### src/rtl/lsu_pkg.sv
// Shared encodings for the load/store unit: access sizes, fault codes and
// controller states, plus a helper giving the low address bits that must be
// zero for a naturally aligned access of a given size.
package lsu_pkg;

  localparam logic [1:0] SZ_B = 2'd0;
  localparam logic [1:0] SZ_H = 2'd1;
  localparam logic [1:0] SZ_W = 2'd2;
  localparam logic [1:0] SZ_D = 2'd3;

  localparam logic [1:0] FLT_NONE     = 2'd0;
  localparam logic [1:0] FLT_MISALIGN = 2'd1;
  localparam logic [1:0] FLT_RANGE    = 2'd2;

  typedef enum logic [1:0] {
    IDLE = 2'd0,
    RD   = 2'd1,
    WR   = 2'd2,
    RESP = 2'd3
  } state_e;

  // Address bits that must be zero for an access of 2^size bytes.
  function automatic logic [2:0] align_mask(input logic [1:0] size);
    case (size)
      SZ_B:    align_mask = 3'b000;
      SZ_H:    align_mask = 3'b001;
      SZ_W:    align_mask = 3'b011;
      default: align_mask = 3'b111;
    endcase
  endfunction

endpackage

### src/rtl/lsu_lane_align.sv
// Purpose: byte-lane alignment between a doubleword and a narrow access.
// Latency: purely combinational.
// Backpressure: none; used inside the controller's RD/WR datapath.
// Ports: dword (memory doubleword), offset (addr[2:0]), size, is_unsigned,
//        wdata (right-justified store data) -> load_data (extended load value),
//        store_data (dword with the accessed lanes replaced by wdata).
import lsu_pkg::*;

module lsu_lane_align (
  input  logic [63:0] dword,
  input  logic [2:0]  offset,
  input  logic [1:0]  size,
  input  logic        is_unsigned,
  input  logic [63:0] wdata,
  output logic [63:0] load_data,
  output logic [63:0] store_data
);

  logic [63:0] shifted;
  logic [63:0] wshift;
  logic [7:0]  lane_mask;

  always_comb begin
    shifted   = dword >> {offset, 3'b000};
    wshift    = wdata << {offset, 3'b000};
    load_data = shifted;
    lane_mask = 8'hFF;
    case (size)
      SZ_B: begin
        load_data = is_unsigned ? {56'd0, shifted[7:0]} : {{56{shifted[7]}}, shifted[7:0]};
        lane_mask = 8'h01;
      end
      SZ_H: begin
        load_data = is_unsigned ? {48'd0, shifted[15:0]} : {{48{shifted[15]}}, shifted[15:0]};
        lane_mask = 8'h03;
      end
      SZ_W: begin
        load_data = is_unsigned ? {32'd0, shifted[31:0]} : {{32{shifted[31]}}, shifted[31:0]};
        lane_mask = 8'h0F;
      end
      default: begin
        load_data = shifted;
        lane_mask = 8'hFF;
      end
    endcase
    // Accesses are naturally aligned, so the shifted mask never spills past lane 7.
    lane_mask  = lane_mask << offset;
    store_data = dword;
    for (int i = 0; i < 8; i++) begin
      if (lane_mask[i]) store_data[8*i +: 8] = wshift[8*i +: 8];
    end
  end

endmodule

### src/rtl/lsu_dmem_ctrl.sv
// Purpose: load/store controller driving doubleword-aligned data memory, RMW for narrow stores.
// Latency: accept->response 2 cycles load / double store, 3 narrow store, 1 on fault.
// Backpressure: one request in flight; req_ready low until the response handshake completes.
// Ports: in_clk/in_rst; request in_req_* with out_req_ready; response out_resp_*
//        with in_resp_ready; memory out_mem_addr/out_mem_data/out_mem_wr_en, in_mem_data.
import lsu_pkg::*;

module lsu_dmem_ctrl #(
  parameter int          DATA_WIDTH = 64,
  parameter logic [63:0] MEM_BYTES  = 64'd1048576
) (
  input  logic                  in_clk,
  input  logic                  in_rst,
  input  logic                  in_req_valid,
  output logic                  out_req_ready,
  input  logic                  in_req_we,
  input  logic [1:0]            in_req_size,
  input  logic                  in_req_unsigned,
  input  logic [DATA_WIDTH-1:0] in_req_addr,
  input  logic [DATA_WIDTH-1:0] in_req_wdata,
  output logic                  out_resp_valid,
  input  logic                  in_resp_ready,
  output logic [DATA_WIDTH-1:0] out_resp_rdata,
  output logic [1:0]            out_resp_fault,
  output logic [DATA_WIDTH-1:0] out_mem_addr,
  output logic [DATA_WIDTH-1:0] out_mem_data,
  output logic                  out_mem_wr_en,
  input  logic [DATA_WIDTH-1:0] in_mem_data
);

  state_e      state_q, state_d;

  // Captured request. The upper address bits live in out_mem_addr, which is
  // loaded at accept so it is already valid during the RD/WR cycle.
  logic [2:0]  req_off_q;
  logic [1:0]  req_size_q;
  logic        req_we_q;
  logic        req_uns_q;
  logic [63:0] req_wdata_q;

  logic        accept;
  logic        misalign;
  logic        out_of_range;
  logic [64:0] line_end;
  logic [1:0]  req_fault;
  logic [63:0] load_data;
  logic [63:0] store_data;

  assign accept = in_req_valid && out_req_ready;

  // Checked on the incoming request; misalignment takes priority over range.
  assign misalign     = |(in_req_addr[2:0] & align_mask(in_req_size));
  assign line_end     = {1'b0, in_req_addr[63:3], 3'b000} + 65'd7;
  assign out_of_range = line_end >= {1'b0, MEM_BYTES};
  assign req_fault    = misalign ? FLT_MISALIGN : (out_of_range ? FLT_RANGE : FLT_NONE);

  lsu_lane_align u_lane_align (
    .dword       (in_mem_data),
    .offset      (req_off_q),
    .size        (req_size_q),
    .is_unsigned (req_uns_q),
    .wdata       (req_wdata_q),
    .load_data   (load_data),
    .store_data  (store_data)
  );

  // State register
  always_ff @(posedge in_clk or posedge in_rst) begin
    if (in_rst) state_q <= IDLE;
    else        state_q <= state_d;
  end

  // Next-state logic
  always_comb begin
    state_d = state_q;
    case (state_q)
      IDLE: begin
        if (accept) begin
          if (req_fault != FLT_NONE)                 state_d = RESP;
          else if (in_req_we && in_req_size == SZ_D) state_d = WR;
          else                                       state_d = RD;
        end
      end
      RD:      state_d = req_we_q ? WR : RESP;
      WR:      state_d = RESP;
      RESP:    state_d = in_resp_ready ? IDLE : RESP;
      default: state_d = IDLE;
    endcase
  end

  // Handshake outputs
  always_comb begin
    out_req_ready  = (state_q == IDLE);
    out_resp_valid = (state_q == RESP);
  end

  // Capture, memory-side and response registers
  always_ff @(posedge in_clk or posedge in_rst) begin
    if (in_rst) begin
      req_off_q      <= 3'd0;
      req_size_q     <= SZ_B;
      req_we_q       <= 1'b0;
      req_uns_q      <= 1'b0;
      req_wdata_q    <= 64'd0;
      out_mem_addr   <= 64'd0;
      out_mem_data   <= 64'd0;
      out_mem_wr_en  <= 1'b0;
      out_resp_rdata <= 64'd0;
      out_resp_fault <= FLT_NONE;
    end else begin
      // WR always lasts one cycle, so this yields a single-cycle strobe.
      out_mem_wr_en <= (state_d == WR);

      if (accept) begin
        req_off_q      <= in_req_addr[2:0];
        req_size_q     <= in_req_size;
        req_we_q       <= in_req_we;
        req_uns_q      <= in_req_unsigned;
        req_wdata_q    <= in_req_wdata;
        out_resp_rdata <= 64'd0;
        out_resp_fault <= req_fault;
        // Faulting requests leave the memory port untouched.
        if (req_fault == FLT_NONE) begin
          out_mem_addr <= {in_req_addr[63:3], 3'b000};
          if (in_req_we && in_req_size == SZ_D) out_mem_data <= in_req_wdata;
        end
      end

      // End of RD: the read doubleword is latched either as the merged store
      // image for WR or as the extended load result.
      if (state_q == RD) begin
        if (req_we_q) out_mem_data   <= store_data;
        else          out_resp_rdata <= load_data;
      end
    end
  end

endmodule

### config.mk
export PLATFORM = sky130hd
export DESIGN_NAME = lsu_dmem_ctrl
export DESIGN_NICKNAME = d
export VERILOG_FILES = /design/src/rtl/lsu_pkg.sv /design/src/rtl/lsu_lane_align.sv /design/src/rtl/lsu_dmem_ctrl.sv
export SDC_FILE = /design/constraint.sdc
export NUM_CORES = 1
export LEC_CHECK = 0
export ABC_AREA = 0
export CAP_MARGIN = 40
export CORE_ASPECT_RATIO = 1.4
export CORE_MARGIN = 1.5
export CORE_UTILIZATION = 45
export DETAILED_ROUTE_END_ITERATION = 7
export HOLD_SLACK_MARGIN = 0.08
export PLACE_DENSITY = 0.83
export SYNTH_ARGS = -nofsm -noshare
export SYNTH_HDL_FRONTEND = slang
export SYNTH_SLANG_ARGS = --single-unit
### constraint.sdc
create_clock -name in_clk -period 10.02 [get_ports in_clk]
set_input_delay 2.505 -clock in_clk [delete_from_list [all_inputs] [get_ports in_clk]]
set_output_delay 2.505 -clock in_clk [all_outputs]
set_load 0.01 [all_outputs]
# ---- Yosys cells after proc, flatten, opt, wreduce, memory -nomap -nowiden
# Cells that the tools add are included.
dict set report op_classes {
  n_lt_le_gt_ge 1
  reduce_logical 9
  n_shift 3
  n_addsub 1
  n_eq_ne 9
  mux 30
  bitwise 1
}
# operator count
set op_table {}
lappend op_table {{$mux 64} 11}
lappend op_table {{$pmux 64 s3} 1}
lappend op_table {{$add 64x3->65 const B} 1}
lappend op_table {{$ge 65x21->1 const B} 1}
lappend op_table {{$mux 8} 8}
lappend op_table {{$shl 64x6->64} 1}
lappend op_table {{$shr 64x6->64} 1}
lappend op_table {{$pmux 8 s3} 1}
lappend op_table {{$eq 2x2->1 const B} 6}
lappend op_table {{$mux 2} 6}
lappend op_table {{$pmux 3 s3} 1}
lappend op_table {{$logic_not 2->1} 4}
lappend op_table {{$pmux 2 s4} 1}
lappend op_table {{$shl 8x3->8} 1}
lappend op_table {{$eq 2x1->1 const B} 3}
lappend op_table {{$and 3x3->3} 1}
lappend op_table {{$reduce_or 3->1} 1}
lappend op_table {{$logic_and 1x1->1} 2}
lappend op_table {{$reduce_and 2->1} 1}
lappend op_table {{$reduce_bool 2->1} 1}
lappend op_table {{$mux 1} 1}
dict set report word_totals {
  inputBits 200
  ff_bits 265
  elab_cells 65
}

# ---- Depth between registers and ports, before layout
# Gate-level depths: netlist (run 1).
dict set report logic_depth {
  word_depth 10
  ltp_mapped 10
}

# ---- By module
# Synthesis (run 1) repeated with hierarchy kept, for this count alone.
dict set report hier_totals {
  cells_unflattened 1787
  area_unflattened_um2 16051.6
}
# module area_each_um2 cells_each instances
set by_module_without_submodules {}
lappend by_module_without_submodules {lsu_dmem_ctrl 11402.2 1090 1}
lappend by_module_without_submodules {lsu_lane_align 4649.5 697 1}

# ---- Worst setup path before layout (run 1)
# No wires, ideal clock.
dict set report synth_timing {
  path_type {in2reg}
  from {input port in_req_valid}
  to {register out_mem_addr[10]}
  path_buffers 2
  stages 6
  setup_slack_ns 6.043
  arrival_time_ns 3.853
  t_required_ns 9.895
  path_cell_list {nor3b_2 -> o211ai_1 -> and4b_1 -> buf_2 -> buf_4 -> mux2_2}
}
dict set report synth_via {
  elab_chain_cells 2
}
# item line
set synth_lines {}
lappend synth_lines {{from (decl)} lsu_dmem_ctrl.sv:14} ;# input logic in_req_valid,
lappend synth_lines {{$logic_and 1x1->1} lsu_dmem_ctrl.sv:49} ;# assign accept = in_req_valid && out_req_ready;
lappend synth_lines {{$reduce_and 2->1 (no source line)} n/a}
lappend synth_lines {{to (signal assigned)} lsu_dmem_ctrl.sv:124} ;# out_mem_addr <= {in_req_addr[63:3], 3'b000};
lappend synth_lines {{to (decl)} lsu_dmem_ctrl.sv:25} ;# output logic [DATA_WIDTH-1:0] out_mem_addr,
# Every way passes these cells.
# A chain may end at the register's enable or synchronous reset.

# ---- Final worst setup path (run 1)
dict set report layout_timing {
  from {input port in_req_valid}
  to {register out_mem_data[30]}
}
dict set report layout_via {
  elab_chain_cells 4
}
# item line
set layout_lines {}
lappend layout_lines {{$logic_and 1x1->1 (*)} lsu_dmem_ctrl.sv:49}
lappend layout_lines {{$mux 64 (*)} lsu_dmem_ctrl.sv:114} ;# if (accept) begin
lappend layout_lines {{$mux 64} lsu_dmem_ctrl.sv:132} ;# if (req_we_q) out_mem_data <= store_data;
lappend layout_lines {{$mux 64 (*)} lsu_dmem_ctrl.sv:131} ;# if (state_q == RD) begin
lappend layout_lines {{to (signal assigned)} lsu_dmem_ctrl.sv:125} ;# if (in_req_we && in_req_size == SZ_D) out_mem_data <= in_req_wdata;
lappend layout_lines {{to (signal assigned)} lsu_dmem_ctrl.sv:132}
lappend layout_lines {{to (decl)} lsu_dmem_ctrl.sv:26} ;# output logic [DATA_WIDTH-1:0] out_mem_data,
# Mark *: on every way between the ends. The rest lies on a longest branch, timed or not.

==> results of run 1 <==
[routing by layer]
layer | part of all wire | GRT usage | vias up
li1 | - | - | 6165
met1 | 0.36 | 0.3930 | 6955
met2 | 0.46 | 0.5140 | 920
met3 | 0.086 | 0.05746 | 238
met4 | 0.095 | 0.2730 | 2
met5 | 0.00023 | 0 | -
[power groups by stage]
stage          Clock, uW  Sequential, uW  Combinational (uW)
4_1_cts             1090            1930                2980
3_3_place_gp           0            1930                2870
5_1_grt             1130            1990                3220
6_report            1080            1960                3010
3_5_place_dp           0            1940                2960
2_1_floorplan          0            1820                1890
[cell families (layout without fill, tap and decap cells)]
group,count (synthesis),count (layout)
simple gates,563,563
flops,265,265
other cells,1,13
buf+inv,146,474
compound gates,337,337
mux,217,217
[worst register-to-register path, stage by stage (launching register included)]
cell      delay (ns)
dfrtp_4         0.88
buf_4           0.80
a21oi_1         0.21
o21bai_2        0.46
and2_1          0.48
a311oi_1        0.25
a311o_1         0.36
[final cells by class]
| class | count | area (sq um) | share of cell area |
|---|---|---|---|
| diodes | 10 | 25.02 | 0.001241 |
| well taps | 445 | 556.8 | 0.02762 |
| clock buffers | 36 | 800.8 | 0.03972 |
| repair buffers | 418 | 4207 | 0.2087 |
| flip-flops and latches | 265 | 6643 | 0.3295 |
| inverters | 6 | 30.03 | 0.001489 |
| clock inverters | 14 | 162.7 | 0.008068 |
| multi-input cells | 1120 | 7736 | 0.3837 |
[path summary, 6_finish.rpt]
check	to	slack [ns]	start
max in group asynchronous	req_off_q[2]	6.13	in_rst
hold reg to reg	out_resp_rdata[2]	0.48	out_resp_rdata[2]
min in group asynchronous	out_mem_addr[53]	2.47	in_rst
setup reg to reg	out_mem_data[55]	6.46	req_off_q[1]
setup / recovery	out_mem_data[30]	4.83	in_req_valid
hold / removal	out_resp_rdata[2]	0.48	out_resp_rdata[2]
[sequential cells by signal (all words and copies together) (netlist names), 2 cells and up]
register / flops
out_resp_rdata: 64
req_size_q: 2
out_mem_data: 64
out_mem_addr: 61
req_off_q: 3
state_q: 2
req_wdata_q: 64
out_resp_fault: 2
[through the flow]
step	utilization	worst slack, ns	area (sq um)
2_1_floorplan	-	0.2181	15050
6_report	0.6088	4.834	20160
3_3_place_gp	0.5754	4.162	19050
4_1_cts	0.6081	4.903	20140
3_5_place_dp	0.5790	4.321	19170
5_1_grt	0.6086	4.661	20150
[layout by cell type (no fill, tap or decap), types with 17 or more instances in the layout]
master           Yosys  layout
a211oi_1            17      17
a21oi_1            100     100
buf_4               17      20
clkbuf_16            0      28
clkdlybuf4s50_1      0     393
dfrtp_1            265     262
mux2_2              53      53
mux2i_1            123     123
mux4_2              41      41
nand2_1            334     333
nand3_1             48      48
nand4_1             26      26
nor2_1              40      39
nor2b_1             54      54
o211ai_1            84      84
o21ai_0             25      25
o221ai_1            19      19
==> impl_results.md, run 1 <==
* Status: finished, final reports clean
* # rows at between 70 and 80
* Net Sw Power at 2494 uW
* Syn Inst Count at 1529
* Final TNS setup at 0 ns
* Layout Nets at a little over 2k
* Initial core utilization at 0.4544
* Total number of vias at between 10k and 15k
* Startpoint types: primary input
* Largest family of logic cells by synthesized area: multiplexers
* P_leak at around 0.0084 uW
* Min Hold Slack at 0.4824 ns
* Post-synth top cells: 334 x nand2_1, 265 x dfrtp_1, 123 x mux2i_1
* CP arrival at approximately 5.6 ns
* Gate power share at 0.498
* Max Freq at a little under 200 MHz
* DR WL/cell at between 20 and 25 microns
* WS Path Type: primary input to register
* Vias in the first global route at 14.06k
* R2r worst-path depth at 6
* Aggregate global-route resource usage at 0.3282
* Total Power at about 6000 uW
* Critical path's largest stage delay at about 0.65 ns
* Chip height at ~220 microns
* Critical path fanouts, max at 77
* Syn Std Cell Area at approximately 0.015 sq mm
* Final WL at 56880 microns
* Grt ovf at 0
* Register area share after synthesis at 0.4407
* Max H-tree Level at 1
* Multiplexer share of the synthesized area at 0.1829
* Critical path depth in cells at 7
* Die area at 0.03456 sq mm
* Worst slew pin tran at just under 0.9 ns
* Core area at about 0.033 sq mm
* Post-cts resize count at 0
* Cell Int Power at ~3600 uW
* Cell mode on critical path: buf_4
* Share of layout cells above drive strength 1 at 0.1130
* CP Cell Sequence: clkdlybuf4s50_1 -> nor3b_4 -> buf_4 -> and2_2 -> buf_4 -> nand2_1 -> a311o_1
* Critical path buffers and inverters at 3
* Post-DP HPWL at 41260 microns
* Hold WC Path Type: register to register
* Via-to-Cell Ratio at between 6 and 7
* Port buffer count at between 300 and 400
* Simple-Gate Fraction of Synth Area at 0.1716
* Clk network pwr share at 0.178
* Max-cap violations at 0
* Hold Crit Depth at 2
* Final period util at 0.5175
* Critical path data required time at ~10 ns
* Adder-cell area share of the yosys netlist at 0
* Layout Skew at approximately 0.012 ns
* Synth cell types at between 50 and 60
* IO Pins at approximately 400
* Synth Register Bits at around 270
* Setup-failing EPs final at 0
* First-pass GRT wire length at 85000 microns
* Leading cell type by number of instances after synthesis: nand2_1
* EDFF count, synth at 0
* Post-CTS Setup Bufs at 0
* Num CTS Buffers at 28
* Top post-synthesis cells by area: dfrtp_1 44%, nand2_1 8.3%, mux2i_1 8.2%, mux4_2 6.1%, o211ai_1 4.2%
* CTS sink count at around 270
* Drt pass-1 iters at 5
* Hold buffer count at cts at 0
* Non-filler cells, final at 2314
* Layout overhead on the synthesized area at 34.00%
* Antenna violations before repair at 9
* Pins Over Slew Limit at 0
* Root Driver: clkbuf_16
* Die width at approximately 160 microns
* Placed cells at 2254
* Largest area contributor in the netlist: dfrtp_1
* Post-synth top area share at 0.4407
* P per Cell Area at ~300 mW/mm^2
* Top delay family on crit path: buffers and inverters
* RSZ-0062 raised after global routing: false
* Initial DRC count at between 1.5k and 2k
* Share of async-settable or async-resettable flops after synthesis at 1.000
* Warnings from Yosys at 0
* DRC Markers at 0
* Max_slew headroom at 0.4186
* Worst-skew pair later-pin latency at between 0.5 and 0.6 ns
* Clock Tree Buf Depth at 3
* Routability cong. at around 0.96
* Crit. End Element: register
* Tmin final at between 5 and 6 ns
* Final hold viol count at 0
* Main synth FF type: dfrtp_1
* Worst vdd ir at ~0.18 mV
* CP max-delay cell: buf_4
* Synth Area in Compound Gates at 0.1563
* TritonCTS clock tree: built
* FILL cells at 2663
* Syn Area/Cell at around 10 sq um
* Sw Share at 0.4127
* Largest net degree at the start of global routing at roughly 150
* Clk slew on worst S/H paths at around 0.060 ns
* Xor/xnor share of the synthesized area at 0
* Sequential power share at 0.324
* DRT antenna net count at 0
(Power assumes the default switching activity.)
==> run 2, diff against run 1 <==
==> constraint.sdc (replaced) <==
create_clock -name in_clk -period 4.6 [get_ports in_clk]
set_input_delay 1.15 -clock in_clk [delete_from_list [all_inputs] [get_ports in_clk]]
set_output_delay 1.15 -clock in_clk [all_outputs]
set_load 0.01 [all_outputs]
==> impl_results.md, run 2 (synthesis results as in run 1) <==
* CP Cell Sequence: buf_16 -> nor2b_1 -> a31oi_1 -> and3b_1 -> a211oi_1 -> a31oi_1
* Layout overhead on the synthesized area at 33.91% (about the same)
* Max H-tree Level at 1 (unchanged)
* FILL cells at 2727 (+2.4%)
* Total Power at 13140 uW (+120%)
* Min Hold Slack at 0.4840 ns (+0.001581 ns)
* Place WS at 0.9173 ns (-3.404 ns)
* Final period util at 0.7016
* Tmin final at approximately 3.2 ns
* Root Driver: clkbuf_16
* Routability cong. at 1.006 (+5.0%)
* Num CTS Buffers at 27 (-3.6%)
* Post-DP HPWL at 42320 microns (+2.6%)
* Initial core utilization at 0.4544 (unchanged)
* Cell Int Power at 7718 uW (+120%)
* DR WL/cell at 24.63 microns (+0.22%)
* Clk slew on worst S/H paths at 0.07 ns (about the same)
* Reg area at 0.006643 sq mm (unchanged)
* Aggregate global-route resource usage at 0.3265 (-0.001701)
* Total number of vias at 14.33k (+0.32%)
* Clock Tree Buf Depth at 3 (unchanged)
* Initial DRC count at 1791 (+13%)
* Largest net degree at the start of global routing at 113 (-27%)
* RSZ-0062 raised after global routing: false
* Sequential power share at 0.325 (about the same)
* Commonest non-fill, non-tap cell in the layout: clkdlybuf4s50_1
* Final hold viol count at 0 (unchanged)
* Max_slew headroom at 0.3654 (-0.05319)
* CTS sink count at 265 (unchanged)
* Commonest non-fill, non-tap cells in the layout: 393 x clkdlybuf4s50_1, 333 x nand2_1, 262 x dfrtp_1, 123 x mux2i_1, 100 x a21oi_1
* Drt pass-1 iters at 6 (+1)
* R2r worst-path depth at 6 (unchanged)
* Net Sw Power at 5419 uW (+120%)
* Critical path depth in cells at 6 (-1)
* P per Cell Area at 652.0 mW/mm^2 (+120%)
* Chip height at 219.4 microns (unchanged)
* Final WL at 57050 microns (+0.30%)
* Critical path's largest stage delay at 0.86 ns (+0.21 ns)
* Multi-input logic area at 0.007730 sq mm (about the same)
* Critical path buffers and inverters at 1 (-2)
* Worst-skew pair later-pin latency at 0.56 ns (about the same)
* Crit. End Element: register
* First-pass GRT wire length at 84580 microns (-0.50%)
* Die width at 157.5 microns (unchanged)
* Cell mode on critical path: a31oi_1
* Clk network pwr share at 0.176 (-0.002)
* Top delay family on crit path: compound AO/OA/AOI/OAI gates
* Hold Crit Depth at 2 (unchanged)
* Pins Over Slew Limit at 0 (unchanged)
* Layout Nets at 2043 (+0.20%)
* Post-CTS Setup Bufs at 0 (unchanged)
* Port buffer count at 393 (unchanged)
* Finished Cell Area at 0.02015 sq mm (about the same)
* Setup-failing EPs final at 0 (unchanged)
* Via-to-Cell Ratio at 6.185 (+0.23%)
* Vias in the first global route at 14.07k (+0.014%)
* Hold buffer count at cts at 0 (unchanged)
* Share of layout cells above drive strength 1 at 0.1133 (+0.0002942)
* Critical path data required time at 4.99 ns (-5.46 ns)
* DRT antenna net count at 0 (unchanged)
* Max Freq at about 310 MHz
* Hold WC Path Type: register to register
* Sw Share at 0.4125 (about the same)
* IO Pins at 397 (unchanged)
* Worst setup margin at 1.373 ns (-3.462 ns)
* Post-cts resize count at 0 (unchanged)
* Leading registers by flop count: out_mem_data x64, out_resp_rdata x64, req_wdata_q x64
* Die area at 0.03456 sq mm (unchanged)
* Worst vdd ir at 0.5146 mV (+190%)
* Status: finished, final reports clean
* Placement Cell Area at 0.01919 sq mm (+0.10%)
* Layout Skew at 0.01078 ns (-0.0007517 ns)
* Worst slew pin tran at 0.9462 ns (+0.07408 ns)
* Antenna violations before repair at 8 (-1)
* P_leak at 0.008375 uW (about the same)
* Gate power share at 0.500 (+0.002)
* CP max-delay cell: a211oi_1
* TritonCTS clock tree: built
* Core area at 0.03311 sq mm (unchanged)
* CP arrival at 3.61 ns (-2.01 ns)
* Grt ovf at 0 (unchanged)
* # rows at 79 (unchanged)
* Final cell utilization of the core at 0.6085 (about the same)
* Critical path fanouts, max at 79 (+2.6%)
* DRC Markers at 0 (unchanged)
* WS Path Type: register to register
* Startpoint types: register
* Max-cap violations at 0 (unchanged)
-- run 2: changes by cell type in the layout (fill, tap and decap cells not counted), moves of 2 or more --
| cell | before | now |
|---|---|---|
| buf_12 | 2 | 4 |
| buf_16 | 3 | 1 |
| buf_4 | 20 | 24 |
| clkbuf_1 | 1 | 3 |
| clkinv_2 | 2 | 4 |
| clkinv_4 | 4 | 1 |
| diode_2 | 10 | 8 |
| inv_8 | 2 | 0 |
-- run 2: cell type report --
type / count / share of cell area
clock buffer: 36 / 0.03819
antenna: 8 / 0.0009936
sequential: 265 / 0.3297
clock inverter: 13 / 0.008259
tap: 445 / 0.02763
multi-input combinational: 1120 / 0.3837
timing repair buffer: 423 / 0.2103
inverter: 6 / 0.001304
-- run 2: routing by layer --
layer / routed length, microns / GRT usage / vias to the layer above
met5: 0 / 0 / -
met4: 5026 / 0.2569 / 0
met3: 5568 / 0.05529 / 255
met2: 26630 / 0.5144 / 1024
met1: 19820 / 0.3954 / 6873
li1: - / - / 6173
-- run 2: final timing paths --
path / startpoint / to / slack (ns)
worst max-delay path: req_off_q[1] / out_mem_data[35] / 1.37
worst min-delay path: req_wdata_q[45] / req_wdata_q[45] / 0.48
worst max register to register: req_off_q[1] / out_mem_data[35] / 1.37
worst min register to register: req_wdata_q[45] / req_wdata_q[45] / 0.48
max in group asynchronous: in_rst / out_mem_addr[23] / 2.71
min in group asynchronous: in_rst / out_mem_data[23] / 0.92
-- run 2: metrics by stage --
stage,setup TNS (ns),instances
3_3_place_gp,0,2257
2_1_floorplan,-12.59,1531
5_1_grt,0,2316
3_5_place_dp,0,2259
6_report,0,2316
4_1_cts,0,2308
-- run 2: power by group through the flow --
| stage | logic, uW | registers (uW) | clock network [uW] |
|---|---|---|---|
| finish | 6560 | 4260 | 2310 |
| global route | 7030 | 4310 | 2430 |
| CTS | 6490 | 4210 | 2340 |
| detailed placement | 6450 | 4240 | 0 |
| global placement | 6160 | 4300 | 0 |
| floorplan | 4120 | 3970 | 0 |
-- run 2: worst reg2reg max path, cell delays in order (launching register included) --
cell and delay (ns):
dfrtp_4 0.51, buf_16 0.24, nor2b_1 0.75, a31oi_1 0.22
and3b_1 0.35, a211oi_1 0.86, a31oi_1 0.12
